File: src/rtl/tx_link_sequencer.sv
`default_nettype none
// +--------------------------------------------------------------------------+
// | tx_link_sequencer : picks one symbol per clock for the 8b/10b encoder    |
// |   (training commas, idle, SOF/EOF, framed data, forced commas, CRC-8).   |
// |   Optional CRC-8 state enabled by defining TX_SEQ_CRC_EN.                |
// | Revision: 1.0 - initial release                                          |
// +--------------------------------------------------------------------------+
module tx_link_sequencer #(
   parameter int TRAIN_LEN      = 16,
   parameter int COMMA_INTERVAL = 64
) (
   input  logic       clk,
   input  logic       rst_n,
   input  logic       frame_valid,
   input  logic [7:0] frame_data,
   input  logic       frame_last,
   output logic       frame_ready,
   output logic [7:0] sym_data,
   output logic       sym_k,
   output logic       link_ready,
   output logic       busy
);

   localparam int TW = (TRAIN_LEN > 1) ? $clog2(TRAIN_LEN) : 1;
   localparam int CW = $clog2(COMMA_INTERVAL);

   localparam logic [7:0]    c_K28_5     = 8'hBC;
   localparam logic [7:0]    c_K27_7     = 8'hFB;
   localparam logic [7:0]    c_K29_7     = 8'hFD;
   localparam logic [TW-1:0] c_TRAIN_MAX = TW'(TRAIN_LEN - 1);
   localparam logic [CW-1:0] c_COMMA_MAX = CW'(COMMA_INTERVAL - 1);

   typedef enum logic [2:0] {
      ST_TRAIN = 3'd0,
      ST_IDLE  = 3'd1,
      ST_DATA  = 3'd2,
`ifdef TX_SEQ_CRC_EN
      ST_CRC   = 3'd4,
`endif
      ST_EOF   = 3'd3
   } state_t;

   state_t          r_state;
   state_t          w_state_nxt;
   logic [TW-1:0]   r_train_cnt;
   logic [CW-1:0]   r_comma_cnt;
   logic [7:0]      r_sym_data;
   logic            r_sym_k;
   logic            r_link_ready;
   logic [7:0]      w_sym_data_nxt;
   logic            w_sym_k_nxt;
   logic            w_comma_due;
   logic            w_accept;
   logic            w_sof;
   logic            w_load_comma;

`ifdef TX_SEQ_CRC_EN
   logic [7:0]      r_crc;

   // CRC-8, poly 0x07, MSB first
   function automatic logic [7:0] crc8_next(input logic [7:0] crc, input logic [7:0] d);
      logic [7:0] c;
      c = crc ^ d;
      for (int i = 0; i < 8; i++) begin
         c = c[7] ? ({c[6:0], 1'b0} ^ 8'h07) : {c[6:0], 1'b0};
      end
      return c;
   endfunction
`endif

   assign w_comma_due  = (r_comma_cnt == c_COMMA_MAX);
   assign frame_ready  = (r_state == ST_DATA) && !w_comma_due;
   assign busy         = (r_state != ST_TRAIN) && (r_state != ST_IDLE);
   assign sym_data     = r_sym_data;
   assign sym_k        = r_sym_k;
   assign link_ready   = r_link_ready;
   assign w_load_comma = w_sym_k_nxt && (w_sym_data_nxt == c_K28_5);

   always_comb begin
      w_state_nxt    = r_state;
      w_sym_data_nxt = c_K28_5;
      w_sym_k_nxt    = 1'b1;
      w_accept       = 1'b0;
      w_sof          = 1'b0;
      case (r_state)
         ST_TRAIN: begin
            if (r_train_cnt == c_TRAIN_MAX) begin
               w_state_nxt = ST_IDLE;
            end
         end
         ST_IDLE: begin
            if (frame_valid) begin
               w_sym_data_nxt = c_K27_7;
               w_sof          = 1'b1;
               w_state_nxt    = ST_DATA;
            end
         end
         ST_DATA: begin
            // An underrun or a due comma both leave the K28.5 default in place
            if (!w_comma_due && frame_valid) begin
               w_accept       = 1'b1;
               w_sym_data_nxt = frame_data;
               w_sym_k_nxt    = 1'b0;
               if (frame_last) begin
`ifdef TX_SEQ_CRC_EN
                  w_state_nxt = ST_CRC;
`else
                  w_state_nxt = ST_EOF;
`endif
               end
            end
         end
`ifdef TX_SEQ_CRC_EN
         ST_CRC: begin
            w_sym_data_nxt = r_crc;
            w_sym_k_nxt    = 1'b0;
            w_state_nxt    = ST_EOF;
         end
`endif
         ST_EOF: begin
            w_sym_data_nxt = c_K29_7;
            w_state_nxt    = ST_IDLE;
         end
         default: begin
            w_state_nxt = ST_TRAIN;
         end
      endcase
   end

   always_ff @(posedge clk or negedge rst_n) begin
      if (!rst_n) begin
         r_state      <= ST_TRAIN;
         r_train_cnt  <= '0;
         r_comma_cnt  <= '0;
         r_sym_data   <= c_K28_5;
         r_sym_k      <= 1'b1;
         r_link_ready <= 1'b0;
      end else begin
         r_state    <= w_state_nxt;
         r_sym_data <= w_sym_data_nxt;
         r_sym_k    <= w_sym_k_nxt;
         if (r_state == ST_TRAIN) begin
            if (r_train_cnt == c_TRAIN_MAX) begin
               r_link_ready <= 1'b1;
            end else begin
               r_train_cnt <= r_train_cnt + TW'(1);
            end
         end
         if (w_load_comma) begin
            r_comma_cnt <= '0;
         end else if (!w_comma_due) begin
            r_comma_cnt <= r_comma_cnt + CW'(1);
         end
      end
   end

`ifdef TX_SEQ_CRC_EN
   always_ff @(posedge clk or negedge rst_n) begin
      if (!rst_n) begin
         r_crc <= 8'h00;
      end else if (w_sof) begin
         r_crc <= 8'h00;
      end else if (w_accept) begin
         r_crc <= crc8_next(r_crc, frame_data);
      end
   end
`endif

endmodule
`default_nettype wire
File: config.mk
export PLATFORM = sky130hd
export DESIGN_NAME = tx_link_sequencer
export DESIGN_NICKNAME = d
export VERILOG_FILES = /design/src/rtl/tx_link_sequencer.sv
export SDC_FILE = /design/constraint.sdc
export NUM_CORES = 1
export LEC_CHECK = 0
export BUFFER_PORTS_ARGS = -buffer_cell sky130_fd_sc_hd__buf_2
export CORE_AREA = 2 2 65 67
export DETAILED_ROUTE_END_ITERATION = 16
export DIE_AREA = 0 0 67 69
export GPL_TIMING_DRIVEN = 0
export PLACE_DENSITY = 0.53
export SYNTH_ARGS = -nofsm -noshare
export SYNTH_HDL_FRONTEND = slang
export SYNTH_SLANG_ARGS = --single-unit
File: constraint.sdc
create_clock -name clk -period 1.8 [get_ports clk]
set_input_delay 0.09 -clock clk [delete_from_list [all_inputs] [get_ports clk]]
set_output_delay 0.09 -clock clk [all_outputs]
set_load 0.05 [all_outputs]
==> out/summary.txt, run 1 <==
slowest cell delay on critical path: 420 ps
placed inst area: 1301 sq um
Syn. warnings: 0
die area: 4623 sq um
GR Util All Layers: 11.37%
largest net degree at the start of global routing: 23
P_leak: 0.6093 nW
Die Height: 69 um
fin cells: 180
post-synthesis register bit count: 22
synthesized instance count: 104
Final Slew Violations: 0
final hold violation count: 0
CTS Buffer Depth: 2
relative slew slack: 67.15%
Post-Syn Nets: 123
CP max stage cell: dfrtp_1
area delta synth->final: 24.36%
WP data arrival: 1840 ps
fraction of layout cells with a size suffix above 1: 38.46%
Setup-failing EPs final: 0
CTS H-tree depth: 1
predominant post-synthesis flop cell: dfrtp_1
Post-synth ARST share: 100.0%
Mean Syn Cell Area: 10.82 sq um
vias in the first global route: 913
crit-path cells: inv_1 > ha_2 > nor2b_1 > o21ai_0 > o22a_2 > a211oi_2
Crit. End Element: flip-flop
Netlist cell types: 36
Final Util: 35.74%
Period minus WS final: 1658 ps
PwrDens: 2025 nW/um^2
Setup WS post-layout: 142.1 ps
post-place setup slack: -18.20 ps
WS Path Type: reg2reg
IO Port Bufs: 22
most frequent cells in the layout: buf_2 (22), dfrtp_1 (16), a21oi_1 (13)
grt total ovfl: 0
Hold Crit Class: in2reg
slew at the pin closest to its max-slew limit: 492.7 ps
total CTS buffers: 3
DRC Markers: 0
Final HPWL DP: 1.706 mm
Tcrit/Tclk final: 92.11%
type of origin of the critical path: flip-flop
register area share after synthesis: 49.61%
register clock-pin slew on the reported worst setup and hold paths: 80 ps
WL/cell: 12.46 um
Iter 0 DRT Violations: 78
Clock Sinks: 22
TritonCTS clock tree: done
core footprint: 3914 sq um
worst-path maximum fanout: 7
die width: 67 um
CTS root buffer: clkbuf_8
count of flip-flops with a built-in enable after synthesis: 0
Post-CTS Setup Bufs: 0
flop-to-flop setup slack: 140 ps
Final nets: 150
# fillers: 406
fin area: 1399 sq um
Pwr Total: 2.833 mW
DRT Pass-1 Iters: 2
drt total wl: 2.243 mm
Initial Utilization: 28.74%
antenna violations before repair: 0
Inst Count DP: 176
detail-routed via count per cell: 4.828
Max IR drop VDD: 0.6167 mV
MaxCap Viol Count: 0
std cell rows: 23
RSZ-0062 raised after global routing: false
post-route clock skew: 4.339 ps
commonest non-fill, non-tap cell in the layout: buf_2
Routed Antenna Nets: 0
first-pass GRT wire length: 4.064 mm
# IOs: 24
status: finished, final reports clean
Netlist Area Pre-Place: 1125 sq um
Worst-Skew Late Latency: 260 ps
final hold slack: 82.24 ps
vias: 869
Diodes inserted: 0
CP Data Required Time: 1980 ps
Fin Setup TNS: 0 ps
final RePlAce weighted congestion: 0.8305
fmax: 603.2 MHz
==> per-layer routing <==
layer	share of wire (%)	global-route usage [%]	wire length, um	up-vias
met5	0	0	0	-
met4	1.8	4.762	40	0
met3	6.6	3.589	147	5
met2	47	18.26	1054	23
met1	45	13.74	999	410
li1	-	-	-	431
==> critical path, delay by kind of cell, from the launching register on <==
family                     cells  cell delay (ps)
and+or+nand+nor                1              180
buffers and inverters          1              140
AOI/OAI and AO/OA              3              570
DFF                            1              420
adders and majority gates      1              270
==> flip-flops by register name, indices dropped and copies added, names as in the netlist <==
register,count
link_ready,1
r_comma_cnt,6
r_train_cnt,4
sym_data,8
r_state,2
sym_k,1
==> synth_stat cells (3+ instances only) <==
master	instances	area share, %
a21oi_1	15	6.7
nand3_1	4	1.8
dfstp_2	6	14
o21ai_0	7	3.1
a31oi_1	3	1.7
dfrtp_1	16	36
mux2i_1	3	2.7
nor2_1	8	2.7
ha_1	7	7.8
inv_1	4	1.3
==> repair_timing <==
action	4_1_cts	5_1_grt
hold buffers	1	0
endpoints found under the setup margin	1	8
gates resized for setup	1	10
endpoints found under the hold margin	16	0
==> power breakdown <==
part / internal [mW] / leakage [nW] / switching (mW)
combinational: 0.493 / 0.320 / 1.06
sequential: 0.770 / 0.261 / 0.164
clock: 0.195 / 0.0288 / 0.154
==> cells by family (layout without fill, tap and decap cells) <==
logic type,after synthesis,after routing,synth area share (%)
AO/OA/AOI/OAI,34,34,20.58
AND/OR/NAND/NOR,26,26,12.57
flip-flops,22,22,49.61
adder cells (fa/ha/maj),7,7,7.786
buffers and inverters,7,33,2.446
multiplexers,5,5,4.672
XOR/XNOR,3,3,2.336
==> final timing paths <==
kind                                from  depth (start not counted)             end
max in group asynchronous          rst_n                          2     sym_data[7]
setup / recovery              r_state[1]                          6  r_comma_cnt[4]
setup reg to reg              r_state[1]                          6  r_comma_cnt[4]
hold / removal             frame_data[0]                          3     sym_data[0]
min in group asynchronous          rst_n                          2  r_comma_cnt[4]
hold reg to reg               link_ready                          1      link_ready
==> final cells by class <==
cell class                 instances  area (sq um)  area share [%]
buffer                             1         5.005          0.3578
clock buffer                       4         55.05           3.936
inverter                           5         18.77           1.342
multi-input combinational         75         573.1           40.97
sequential                        22         558.0           39.89
tap                               50         62.56           4.472
timing repair buffer              23         126.4           9.034
(Power assumes the default switching activity.)
==> run 2: changes to the inputs <==
==> constraint.sdc (replaced) <==
create_clock -name clk -period 2.2 [get_ports clk]
set_input_delay 0.11 -clock clk [delete_from_list [all_inputs] [get_ports clk]]
set_output_delay 0.11 -clock clk [all_outputs]
set_load 0.05 [all_outputs]
==> run 2 against run 1 <==
Compared with the run above:
- first-iteration DRC count decreased by 54%
- clock-buffer cell count is the same
- worst setup slack better by 81 ps
- non-clock buffer count up 1
- critical path depth is 2 lower
- wire length is 1.2% higher
- via count down 2.0%
- register-to-register slack better by 220 ps
- flip-flop and latch count did not move
- global-route usage fell by 0.29 points
- critical path type is now reg2out
- largest power group unchanged
- highest routed layer unchanged
==> out/summary.txt, run 2 (synthesis gave the netlist of run 1 again) <==
Iter 0 DRT Violations: 36 (-54%)
CTS Buffer Depth: 2 (unchanged)
crit-path cells: ha_1 > and3_4 > a21oi_1 > buf_2
Tcrit/Tclk final: 89.86%
FF-to-FF End: r_state[1]
Final Util: 34.81% (-0.93 points)
final hold violation count: 0 (unchanged)
Diodes inserted: 0 (unchanged)
Final HPWL DP: 1.696 mm (-0.60%)
RSZ-0062 raised after global routing: false
worst-path maximum fanout: 7 (unchanged)
Final Slew Violations: 0 (unchanged)
PwrDens: 1665 nW/um^2 (-18%)
Inst Count DP: 176 (unchanged)
CP max stage cell: dfrtp_1
Hold Crit Class: in2reg
most frequent cells in the layout: buf_2 (23), dfrtp_1 (16), a21oi_1 (15)
drt total wl: 2.271 mm (+1.2%)
commonest non-fill, non-tap cell in the layout: buf_2
fin area: 1363 sq um (-2.6%)
Worst-Skew Late Latency: 260 ps (about the same)
DRT Pass-1 Iters: 4 (+2)
Routed Antenna Nets: 0 (unchanged)
Post-CTS Setup Bufs: 0 (unchanged)
HP Start: frame_data[3]
final hold slack: 101.0 ps (+18.72 ps)
total CTS buffers: 3 (unchanged)
WHS Path Cells: 3 (unchanged)
Setup-failing EPs final: 0 (unchanged)
Crit. End Element: primary output
Initial Utilization: 28.74% (unchanged)
Max IR drop VDD: 0.5686 mV (-7.8%)
IO Port Bufs: 22 (unchanged)
Worst setup startpoint: r_comma_cnt[0]
Seq. cell area: 558.0 sq um (unchanged)
fraction of layout cells with a size suffix above 1: 32.06% (-6.4 points)
GR Util All Layers: 11.07% (-0.29 points)
Die Height: 69 um (unchanged)
fmax: 505.8 MHz
vias in the first global route: 817 (-11%)
Pwr Total: 2.269 mW (-20%)
status: finished, final reports clean
CTS H-tree depth: 1 (unchanged)
area delta synth->final: 21.13%
type of origin of the critical path: flip-flop
largest net degree at the start of global routing: 23 (unchanged)
detail-routed via count per cell: 4.707 (-2.5%)
Clock Sinks: 22 (unchanged)
register clock-pin slew on the reported worst setup and hold paths: 80 ps (about the same)
core footprint: 3914 sq um (unchanged)
final RePlAce weighted congestion: 0.7766 (-6.5%)
slew at the pin closest to its max-slew limit: 490.2 ps (-2.572 ps)
grt total ovfl: 0 (unchanged)
Final nets: 151 (+0.67%)
# fillers: 399 (-1.7%)
max reg flops: 8 (unchanged)
post-place setup slack: 359.3 ps (+377.5 ps)
DRC Markers: 0 (unchanged)
antenna violations before repair: 0 (unchanged)
P_leak: 0.6161 nW (+1.1%)
# IOs: 24 (unchanged)
relative slew slack: 67.32% (+0.17 points)
TritonCTS clock tree: done
crit path to: frame_ready
post-route clock skew: 5.463 ps (+1.124 ps)
die area: 4623 sq um (unchanged)
std cell rows: 23 (unchanged)
placed inst area: 1297 sq um (-0.29%)
CP Data Required Time: 2090 ps (+110 ps)
Period minus WS final: 1977 ps
footprint of the multi-input gates: 539.3 sq um (-5.9%)
flop-to-flop setup slack: 360 ps (+220 ps)
slowest cell delay on critical path: 420 ps (about the same)
Setup WS post-layout: 223.1 ps (+80.97 ps)
WS Path Type: reg2out
Fin Setup TNS: 0 ps (unchanged)
first-pass GRT wire length: 3.926 mm (-3.4%)
MaxCap Viol Count: 0 (unchanged)
Reg-to-Reg Start: r_state[1]
vias: 852 (-2.0%)
CTS root buffer: clkbuf_8
WL/cell: 12.55 um (+0.69%)
die width: 67 um (unchanged)
post-CTS sizing: 0 (-1)
WP data arrival: 1870 ps (+30 ps)
fin cells: 181 (+0.56%)
depth of the worst register-to-register path: 6 (unchanged)
run 2: worst min path at each step:
stage	slack (ps)	to
global placement	90	r_comma_cnt[4]
CTS	100	sym_k
floorplan	-190	link_ready
finish	100	sym_data[3]
detailed placement	100	r_comma_cnt[4]
global route	100	sym_data[0]
run 2: where the power goes:
group	switching (mW)	leakage [nW]	total (mW)	internal [mW]
Combinational	0.861	0.327	1.23	0.365
Clock	0.130	0.0288	0.289	0.160
Sequential	0.124	0.261	0.754	0.630
run 2: final cells by class:
cell class | count | share of cell area [%]
buffer | 2 | 0.6428
multi-input combinational | 75 | 39.58
sequential | 22 | 40.95
clock buffer | 4 | 4.040
inverter | 5 | 1.377
timing repair buffer | 23 | 8.815
tap | 50 | 4.591
run 2: worst max-delay path: cells and delay by family, from the launching register on:
family	cells	cell delay [ps]
AO/OA/AOI/OAI	1	350
adder cells (fa/ha/maj)	1	290
buffers and inverters	1	340
flip-flops	1	420
AND/OR/NAND/NOR	1	200
run 2: timing repair:
action	4_1_cts	5_1_grt
endpoints found under the hold margin	16	0
hold buffers	1	0
endpoints found under the setup margin	0	0
run 2: layer usage:
layer  share of wire (%)  track usage (%)  up-vias  routed length [um]
met4                 1.3            3.401        0                  30
li1                    -                -      432                   -
met5                   0                0        -                   0
met2                  44            16.39       26                 999
met1                  48            14.89      389                1093
met3                 6.5            4.078        5                 147
